[src/rtl/soc_rst_pkg.sv]
// Shared definitions for the SoC reset sequencer: state encoding,
// reset-cause bit positions and a counter-width helper.
package soc_rst_pkg;

  typedef enum logic [1:0] {
    WAIT_LOCK  = 2'd0,
    PERIPH_REL = 2'd1,
    CORE_HOLD  = 2'd2,
    RUN        = 2'd3
  } rst_state_e;

  localparam int unsigned CAUSE_LOCK = 0;
  localparam int unsigned CAUSE_BTN  = 1;
  localparam int unsigned CAUSE_JTAG = 2;
  localparam int unsigned CAUSE_SW   = 3;
  localparam int unsigned CAUSE_W    = 4;

  // Cause reported after power-on reset: treated as a lock loss.
  localparam logic [CAUSE_W-1:0] CAUSE_POR = 4'b0001;

  // Bits needed to hold the values 0 .. n-1 (at least one bit).
  function automatic int unsigned cnt_width(input int unsigned n);
    return (n > 1) ? $clog2(n) : 1;
  endfunction

endpackage

[src/rtl/rst_debounce.sv]
// Reset button synchronizer and debouncer. Emits a single-cycle btn_evt
// once the button has been continuously active for DEBOUNCE_CYCLES cycles;
// a further event needs a release and a fresh full debounce.
module rst_debounce
  import soc_rst_pkg::*;
#(
  parameter int unsigned SYNC_STAGES     = 2,
  parameter int unsigned DEBOUNCE_CYCLES = 50000,
  parameter bit          BTN_ACTIVE_LOW  = 1'b1
) (
  input  logic clk,
  input  logic rst,
  input  logic btn_i,
  output logic btn_evt
);

  localparam int unsigned    DB_W     = cnt_width(DEBOUNCE_CYCLES);
  localparam logic [DB_W-1:0] DB_LAST = DB_W'(DEBOUNCE_CYCLES - 1);
  localparam logic           BTN_IDLE = BTN_ACTIVE_LOW;

  logic [SYNC_STAGES-1:0] sync_q;
  logic [DB_W-1:0]        cnt_q;
  logic                   fired_q;
  logic                   btn_act;

  // Synchronizer chain; clears to the button's idle level.
  always_ff @(posedge clk) begin
    if (rst) begin
      sync_q <= {SYNC_STAGES{BTN_IDLE}};
    end else begin
      sync_q <= {sync_q[SYNC_STAGES-2:0], btn_i};
    end
  end

  assign btn_act = sync_q[SYNC_STAGES-1] ^ BTN_IDLE;

  // The counter saturates at DB_LAST; fired_q keeps the event to one cycle.
  assign btn_evt = btn_act && (cnt_q == DB_LAST) && !fired_q;

  // Debounce counter: runs while active, cleared on release.
  always_ff @(posedge clk) begin
    if (rst || !btn_act) begin
      cnt_q   <= '0;
      fired_q <= 1'b0;
    end else begin
      if (cnt_q != DB_LAST) begin
        cnt_q <= cnt_q + 1'b1;
      end
      if (btn_evt) begin
        fired_q <= 1'b1;
      end
    end
  end

endmodule

[src/rtl/soc_rst_ctrl.sv]
// Reset sequencer for the tinyriscv SoC: waits for a stable PLL lock,
// releases peripheral reset, then core reset after a hold time, and
// re-enters reset on lock loss, button, JTAG or software request.
module soc_rst_ctrl
  import soc_rst_pkg::*;
#(
  parameter int unsigned SYNC_STAGES        = 2,
  parameter int unsigned LOCK_STABLE_CYCLES = 1024,
  parameter int unsigned DEBOUNCE_CYCLES    = 50000,
  parameter int unsigned CORE_HOLD_CYCLES   = 16,
  parameter bit          BTN_ACTIVE_LOW     = 1'b1
) (
  input  logic               clk,
  input  logic               rst,
  input  logic               pll_lock_i,
  input  logic               rst_btn_i,
  input  logic               jtag_rst_req_i,
  input  logic               sw_rst_req_i,
  output logic               periph_rst_n_o,
  output logic               core_rst_n_o,
  output logic               ready_o,
  output logic [CAUSE_W-1:0] rst_cause_o
);

  localparam int unsigned CNT_MAX = (LOCK_STABLE_CYCLES > CORE_HOLD_CYCLES) ?
                                    LOCK_STABLE_CYCLES : CORE_HOLD_CYCLES;
  localparam int unsigned CNT_W   = cnt_width(CNT_MAX);
  localparam logic [CNT_W-1:0] LOCK_LAST = CNT_W'(LOCK_STABLE_CYCLES - 1);
  localparam logic [CNT_W-1:0] HOLD_LAST = CNT_W'(CORE_HOLD_CYCLES - 1);

  logic [SYNC_STAGES-1:0] lock_sync_q;
  logic                   lock_s;
  logic                   btn_evt;
  rst_state_e             state_q, state_d;
  logic [CNT_W-1:0]       cnt_q, cnt_d;
  logic [CAUSE_W-1:0]     cause_d;
  logic [CAUSE_W-1:0]     trig;
  logic                   periph_d, core_d;

  rst_debounce #(
    .SYNC_STAGES    (SYNC_STAGES),
    .DEBOUNCE_CYCLES(DEBOUNCE_CYCLES),
    .BTN_ACTIVE_LOW (BTN_ACTIVE_LOW)
  ) u_btn (
    .clk    (clk),
    .rst    (rst),
    .btn_i  (rst_btn_i),
    .btn_evt(btn_evt)
  );

  // PLL lock synchronizer chain.
  always_ff @(posedge clk) begin
    if (rst) begin
      lock_sync_q <= '0;
    end else begin
      lock_sync_q <= {lock_sync_q[SYNC_STAGES-2:0], pll_lock_i};
    end
  end

  assign lock_s = lock_sync_q[SYNC_STAGES-1];

  // Reset triggers, laid out in cause-bit order.
  always_comb begin
    trig             = '0;
    trig[CAUSE_LOCK] = !lock_s;
    trig[CAUSE_BTN]  = btn_evt;
    trig[CAUSE_JTAG] = jtag_rst_req_i;
    trig[CAUSE_SW]   = sw_rst_req_i;
  end

  // Next state, shared stable/hold counter, cause and registered outputs.
  always_comb begin
    state_d = state_q;
    cnt_d   = cnt_q;
    cause_d = rst_cause_o;
    unique case (state_q)
      WAIT_LOCK: begin
        if (!lock_s) begin
          cnt_d = '0;
        end else if (cnt_q == LOCK_LAST) begin
          state_d = PERIPH_REL;
          cnt_d   = '0;
        end else begin
          cnt_d = cnt_q + 1'b1;
        end
      end
      PERIPH_REL: begin
        state_d = CORE_HOLD;
        cnt_d   = '0;
      end
      CORE_HOLD: begin
        if (cnt_q == HOLD_LAST) begin
          state_d = RUN;
          cnt_d   = '0;
        end else begin
          cnt_d = cnt_q + 1'b1;
        end
      end
      RUN: begin
        cnt_d = '0;
      end
      default: begin
        state_d = WAIT_LOCK;
        cnt_d   = '0;
      end
    endcase
    // Triggers override the sequence everywhere but WAIT_LOCK, and the
    // cause is only rewritten on that transition.
    if ((state_q != WAIT_LOCK) && (|trig)) begin
      state_d = WAIT_LOCK;
      cnt_d   = '0;
      cause_d = trig;
    end
    periph_d = (state_d != WAIT_LOCK);
    core_d   = (state_d == RUN);
  end

  // State, counter, cause and output registers.
  always_ff @(posedge clk) begin
    if (rst) begin
      state_q        <= WAIT_LOCK;
      cnt_q          <= '0;
      rst_cause_o    <= CAUSE_POR;
      periph_rst_n_o <= 1'b0;
      core_rst_n_o   <= 1'b0;
      ready_o        <= 1'b0;
    end else begin
      state_q        <= state_d;
      cnt_q          <= cnt_d;
      rst_cause_o    <= cause_d;
      periph_rst_n_o <= periph_d;
      core_rst_n_o   <= core_d;
      ready_o        <= core_d;
    end
  end

endmodule

[config.mk]
export PLATFORM = sky130hd
export DESIGN_NAME = soc_rst_ctrl
export DESIGN_NICKNAME = d
export VERILOG_FILES = /design/src/rtl/soc_rst_pkg.sv /design/src/rtl/rst_debounce.sv /design/src/rtl/soc_rst_ctrl.sv
export SDC_FILE = /design/constraint.sdc
export NUM_CORES = 1
export LEC_CHECK = 0
export CAP_MARGIN = 20
export CORE_MARGIN = 2
export CORE_UTILIZATION = 51
export CTS_CLUSTER_DIAMETER = 30
export DETAILED_ROUTE_END_ITERATION = 8
export PLACE_DENSITY = 0.74
export REMOVE_ABC_BUFFERS = 1
export SLEW_MARGIN = 10
export SYNTH_ARGS = -nofsm -noshare
export SYNTH_HDL_FRONTEND = slang
export SYNTH_SLANG_ARGS = --single-unit
export TNS_END_PERCENT = 5
[constraint.sdc]
create_clock -name clk -period 1.8 [get_ports clk]
set_input_delay 0.18 -clock clk [delete_from_list [all_inputs] [get_ports clk]]
set_output_delay 0.18 -clock clk [all_outputs]
set_load 0.005 [all_outputs]
# == Word-level counts from Yosys, hierarchy flattened ==
# Index checks and enable logic that the tools add are counted.
# word_totals
elab_cells,41
output_inout_bits,7
in_bits,6
ff_bits,39
# op_classes
muxes,9
reduce_logical,12
eq_ne,8
bitwise_logic,1
addsub,2
# op_table
op,count
2-to-1 mux 10 bit,3
case mux 10 bit (3 select lines),1
adder 16 x 1 -> 16 bit (second input constant),1
equality test 16 bit (second input constant),1
inequality test 16 bit (second input constant),1
adder 10 x 1 -> 10 bit (second input constant),1
equality test 10 bit (second input constant),1
equality test 10 x 4 -> 1 bit (second input constant),1
2-to-1 mux 2 bit,4
equality test 2 bit (second input constant),3
case mux 2 bit (3 select lines),1
nonzero test 2 bit,2
OR reduction 2 bit,2
OR reduction 4 bit,1
logical AND 1 bit,3
equality test 2 x 1 -> 1 bit (second input constant),1
logical NOT 1 bit,2
logical NOT 2 bit,1
logical OR 1 bit,1
inverter 1 bit,1

# == Longest topological paths before layout ==
# Gate-level depths: netlist of the first run.
# depth
word_depth,7
ltp_mapped,6
depth_no_buf,5

# == By module ==
# Synthesis of the first run repeated with hierarchy kept, for this count alone.
# unflattened
cells_unflattened,180
area_unflattened_um2,1709.1
# modules_own_cells
mod,cells_per_inst,area_each_um2,n_inst
rst_debounce,95,902.1,1
soc_rst_ctrl,85,807.0,1

# == Worst setup path before layout of the first run ==
# OpenSTA, ideal clock, no wires.
# synth_path
path_kind,reg-to-reg
from,register u_btn.cnt_q[0]
to,register rst_cause_o[0]
n_path_buf,0
stages_incl_launch_ff,6
arrival_ns,1.533
path_slack_ns,0.145
cell_sequence,dfxtp_1 -> ha_1 -> and3_1 -> nand4_2 -> or2_1 -> a311o_1
# synth_via
elab_chain_len,5
# synth_lines
item,line_no,rtl
start: declaration,rst_debounce.sv:22,logic [DB_W-1:0] cnt_q;
start signal: assignment,rst_debounce.sv:47,cnt_q <= cnt_q + 1'b1;
equality test 16 bit,rst_debounce.sv:38,assign btn_evt = btn_act && (cnt_q == DB_LAST) && !fired_q;
logical AND 1 bit (2 in a row),rst_debounce.sv:38,
OR reduction 4 bit,soc_rst_ctrl.sv:109,if ((state_q != WAIT_LOCK) && (|trig)) begin
logical AND 1 bit,soc_rst_ctrl.sv:109,
end signal: assignment,soc_rst_ctrl.sv:130,rst_cause_o <= cause_d;
end: declaration,soc_rst_ctrl.sv:22,output logic [CAUSE_W-1:0] rst_cause_o
# Every way passes these cells.
# A chain may end at the register's enable or synchronous reset.

# == Final worst setup path of the first run ==
# layout_path
from,register cnt_q[9]
to,register cnt_q[5]
# layout_via
elab_chain_len,4
elab_cells_between_ends,6
classes_between,eq/ne: 2; mux: 4
# layout_lines
item,line_no,rtl
start: declaration,soc_rst_ctrl.sv:35,"logic [CNT_W-1:0] cnt_q, cnt_d;"
start signal: assignment,soc_rst_ctrl.sv:129,cnt_q <= cnt_d;
equality test 10 bit,soc_rst_ctrl.sv:80,end else if (cnt_q == LOCK_LAST) begin
2-to-1 mux 10 bit,soc_rst_ctrl.sv:80,
2-to-1 mux 10 bit,soc_rst_ctrl.sv:78,if (!lock_s) begin
case mux 10 bit (3 select lines) *,soc_rst_ctrl.sv:76,unique case (state_q)
# Every way passes the cells marked *; elsewhere a longest branch is shown, timed or not.

==> metrics, run 1 <==
status=finished clean; first-pass GRT wire length=5.55 mm; CP Buf/Inv Count=0; setup TNS=0 ns; power density over cell area=between 600 and 700 nW/µm²; Multi-input gate area=around 870 µm²; Setup crit end kind=register; final antenna-violating net count=0; final-report max-slew violation count=0; area delta synth->final=15.4%; r2r startpoint=cnt_q[9]; drt pass-1 iters=4; post-synthesis instance area=around 1700 µm²; Global Route Usage Sum=between 20% and 30%; Root Buffer=clkbuf_4; fillers=roughly 290; DIE AREA=between 3000 and 4000 µm²; number of flops mapped to enable cells by yosys=0; sequential-to-total area share from yosys stat=between 40% and 50%; Max-slew headroom=75.2%; fin crit share=approximately 100%; share of post-route cells with drive strength above 1=between 10% and 20%; placed inst area=between 1500 and 2000 µm²; initial drt markers=~130; detailed placement HPWL=2.43 mm; Clock transition at path regs=0.12 ns; P_sw=~0.00032 W; clock sinks=39; r2r setup slk=between 0.02 and 0.03 ns; TritonCTS clock tree=built; antenna cell count=0; crit path kind=reg2reg; Die Wd=just over 60 µm; Post-synth ARST share=0%; Critical Path RT=approximately 2.1 ns; Internal=0.00104 W; final setup vio count=0; CP max stage delay=about 0.56 ns; flops & latches, synth=39; CTS Buf Count=5; final non-filler cell total=249; Sequential Area=782 µm²; initial antenna violation count=0; Logic pwr share=3.2%; count of different cell masters after synthesis=~40; final wirelength=3.43 mm; final hold violations=0; Finished Cell Area=1940 µm²; drc violations=0; f_max=564 MHz; PnR worst setup slack=~0.028 ns; worst setup path endpoint=cnt_q[5]; DR WL/cell=~14 µm; worst-margin pin slew=approximately 0.37 ns; largest net degree at the start of global routing=14; max cap viols=0; Most used DFF post-synth=dfxtp_1; Routability Congestion=about 0.87; via/cell ratio=5.51; Power, Total=between 0.001 and 0.0015 W; Clock Power Share=about 33%; Initial Util=54.1%; largest fanout on the critical path=4; Skew-Pair Late Insertion Delay=0.35 ns; cell row count=20; Setup crit start=cnt_q[9]; crit path DAT=2.02 ns; H-tree depth=2; nets=~210; routed vias=~1400; CP max stage cell=or4_4; most frequent cells in the layout=38 x dfxtp_1, 18 x nor2_1, 13 x nand2_1, 12 x clkdlybuf4s50_1; warnings from Yosys=0; synth top area cells=dfxtp_1 47%, xor2_1 5.2%, nor2_1 4.0%; die height=roughly 60 µm; CP Cell Sequence=or4_4 -> o41a_1 -> a21oi_2 -> nor3_1; worst min path class=in2reg; io pins=13; Flop pwr share=between 60% and 70%; Worst setup SP type=register; most common cell after layout, fill and taps aside=dfxtp_1; syn avg cell area=between 9 and 10 µm²; synthesized instance count=between 150 and 200; CTS max path bufs=2; RR Endpoint=cnt_q[5]; CP top delay family=compound AO/OA/AOI/OAI gates; vias in the first global route=1301; # placed instances=240; DP Worst Slack=about 0.054 ns; R2R depth=4; LEAKAGE=~0.66 nW; PortBufs=12; skew final=0.00521 ns; Synth top area share=a little under half; CTS Hold Buffers Added=0; Levels on crit path=4; maximum VDD drop=0.496 mV; switching fraction of total power=a little under a quarter; min Tclk post-route=roughly 1.8 ns; total core area=approximately 3100 µm²; area leader, netlist=dfxtp_1; gr ovfl total=0
[registers in the layout, indices dropped and copies added, names as in the netlist]
| signal | flops |
|---|---|
| u_btn.cnt_q | 16 |
| cnt_q | 10 |
| rst_cause_o | 4 |
| lock_sync_q | 2 |
| state_q | 2 |
| u_btn.sync_q | 2 |
| periph_rst_n_o | 1 |
| ready_o | 1 |
| u_btn.fired_q | 1 |
[Yosys cell counts, types with 3 or more instances]
| cell | number |
|---|---|
| nor2_1 | 18 |
| xor2_1 | 10 |
| clkbuf_1 | 3 |
| xnor2_1 | 6 |
| o21ai_0 | 8 |
| and3_1 | 3 |
| dfxtp_1 | 39 |
| nand3_1 | 9 |
| nor4_1 | 3 |
| or3_1 | 4 |
| a211oi_1 | 3 |
| and4_1 | 3 |
| nor3_1 | 10 |
| or2_2 | 5 |
| nand4_1 | 5 |
| a21oi_1 | 10 |
| nand2_1 | 13 |
[area by class of cell]
cell class,instances,share of cell area (%)
Multi-Input combinational cell,137,44.7
Clock buffer,5,1.94
Sequential cell,39,40.4
Clock inverter,3,0.776
Tap cell,44,2.84
Inverter,2,0.388
Timing Repair Buffer,19,8.92
[power groups by stage]
stage	Combinational, W	Clock, W	Sequential [W]
final	0.0000432	0.000440	0.000872
after global routing	0.0000471	0.000487	0.000873
after CTS	0.0000421	0.000444	0.000872
after detailed placement	0.0000420	0	0.000891
after global placement	0.0000399	0	0.000891
after floorplan	0.0000165	0	0.000890
[stage by stage]
step	utilization [%]	hold WS [ns]
after floorplan	-	0.249
after global placement	60.4	0.397
after detailed placement	60.4	0.402
after CTS	62.1	0.369
after global routing	62.4	0.348
final	62.4	0.371
[how the worst min path moves through the flow]
stage                     from              end  slack [ns]  depth (start not counted)
2_1_floorplan              rst   rst_cause_o[1]        0.25                          1
3_3_place_gp   u_btn.sync_q[0]  u_btn.sync_q[1]        0.40                          1
3_5_place_dp   u_btn.sync_q[0]  u_btn.sync_q[1]        0.40                          1
4_1_cts             pll_lock_i   lock_sync_q[0]        0.37                          2
5_1_grt             pll_lock_i   lock_sync_q[0]        0.35                          2
6_report            pll_lock_i   lock_sync_q[0]        0.37                          2
[logic make-up after synthesis]
kind of cell | synth area share [%]
AOI/OAI and AO/OA | 10.7
and+or+nand+nor | 30.0
DFF | 46.5
buffers and inverters | 2.39
xor gates and xnor gates | 8.35
adders and majority gates | 1.49
muxes | 0.597
[metal layers]
metal  GRT usage (%)  vias to the layer above  part of all wire, %
li1                -                      701                    -
met1            24.5                      644                   46
met2            32.5                       19                   49
met3            6.51                        7                  3.2
met4            12.5                        0                  1.9
met5               0                        -                    0
[timing repair]
| item | 4_1_cts | 5_1_grt |
|---|---|---|
| buffers inserted | 0 | 0 |
| gates resized for setup | 0 | 1 |
| setup endpoints to repair | 0 | 8 |
| endpoints found under the hold margin | 0 | 0 |
Power figures use the tool's default switching activity.
==> run 2: changes to the inputs <==
Settings changed: CTS_CLUSTER_DIAMETER 30 to unset.
==> results of run 2 <==
The final DEF is identical to that of run 1; final timing and power are the same.
==> run 3: changes to the inputs <==
Settings changed: CORE_MARGIN 2 to unset.
==> metrics, run 3 (synthesis gave the netlist of run 1 again) <==
drc violations=0; Routability Congestion=0.839; largest fanout on the critical path=6; Top Registers=u_btn.cnt_q: 16 flops, cnt_q: 10 flops, rst_cause_o: 4 flops; CTS max path bufs=2; R2R depth=4; PortBufs=12; initial antenna violation count=0; drt pass-1 iters=4; share of post-route cells with drive strength above 1=between 10% and 20%; Max-slew headroom=between 70 and 80%; Initial Util=54.5%; Post-CTS Setup Repair Bufs=0; # placed instances=240; worst min path class=in2reg; Root Buffer=clkbuf_4; DP Worst Slack=0.0540 ns; io pins=13; skew final=between 0.01 and 0.015 ns; Global Route Usage Sum=about a fifth; initial drt markers=90; total core area=just over 3000 µm²; fin crit share=between 90% and 100%; via/cell ratio=~5.6; Skew-Pair Late Insertion Delay=0.35 ns; Setup crit end kind=register; PnR worst setup slack=0.0866 ns; max cap viols=0; detailed placement HPWL=about 2.4 mm; status=finished clean; area delta synth->final=16.7%; gr ovfl total=0; cell row count=20; final wirelength=3.30 mm; final hold violations=0; hold depth=2; Biggest register=u_btn.cnt_q; Clock transition at path regs=~0.12 ns; Critical Path RT=2.05 ns; setup TNS=0 ns; routed vias=1386; Post-Route Utilization=63.6%; f_max=between 500 and 600 MHz; crit path kind=reg2reg; final setup vio count=0; TritonCTS clock tree=built; antenna cell count=0; Worst setup SP type=register; DIE AREA=roughly 3500 µm²; Finished Cell Area=around 2000 µm²; worst-margin pin slew=around 0.32 ns; placed inst area=1870 µm²; min Tclk post-route=roughly 1.7 ns; crit path DAT=between 1.5 and 2 ns; final antenna-violating net count=0; maximum VDD drop=0.563 mV; LEAKAGE=around 0.67 nW; power density over cell area=731 nW/µm²; CTS Buf Count=5; die height=between 50 and 60 µm; vias in the first global route=1341; DR WL/cell=13.3 µm; most frequent cells in the layout=36 x dfxtp_1, 18 x nor2_1, 13 x nand2_1, 12 x clkdlybuf4s50_1; H-tree depth=2; final non-filler cell total=249; final-report max-slew violation count=0; most common cell after layout, fill and taps aside=dfxtp_1; Largest register FFs=16; nets=212; Die Wd=59.4 µm; first-pass GRT wire length=5.55 mm; largest net degree at the start of global routing=14; clock sinks=39
[run 3: per-stage QoR]
stage | power (W) | hold WS, ns
CTS | 0.00144 | 0.374
detailed placement | 0.000933 | 0.399
global placement | 0.000931 | 0.394
floorplan | 0.000907 | 0.249
finish | 0.00143 | 0.389
global route | 0.00149 | 0.390
[run 3: layout make-up]
| class | instances | area [µm²] |
|---|---|---|
| fill | 274 | 1120 |
| multi-input combinational | 137 | 866 |
| sequential | 39 | 785 |
| timing repair buffer | 19 | 173 |
| clock buffer | 7 | 65.1 |
| tap | 44 | 55.1 |
| clock inverter | 1 | 7.51 |
| inverter | 2 | 7.51 |
[run 3: per-layer routing]
| metal | routed length [µm] | vias up | global-route usage, % |
|---|---|---|---|
| met5 | 0 | - | 0 |
| met4 | 78 | 0 | 12.6 |
| met3 | 93 | 10 | 4.80 |
| met2 | 1650 | 25 | 35.6 |
| met1 | 1470 | 651 | 24.1 |
| li1 | - | 700 | - |
[run 3: where the power goes]
group	internal, W	switching [W]
Sequential	0.000868	0.00000368
Clock	0.000228	0.000288
Combinational	0.0000216	0.0000209
Total	0.00112	0.000313
[run 3: final timing paths]
| check | from | to | slack [ns] |
|---|---|---|---|
| max reg2reg | cnt_q[5] | cnt_q[1] | 0.09 |
| min reg2reg | u_btn.sync_q[0] | u_btn.sync_q[1] | 0.42 |
| min | pll_lock_i | lock_sync_q[0] | 0.39 |
| max | cnt_q[5] | cnt_q[1] | 0.09 |
[run 3: what timing repair did]
item | 4_1_cts | 5_1_grt
hold buffers | 0 | 0
hold endpoints to repair | 0 | 0
resized for setup | 0 | 3
endpoints found under the setup margin | 0 | 9
[run 3: critical path, stage by stage (launching register included)]
cell and delay [ns]:
dfxtp_2 0.37, or4_4 0.51, o41a_1 0.41, a21oi_2 0.24
nor3b_1 0.08
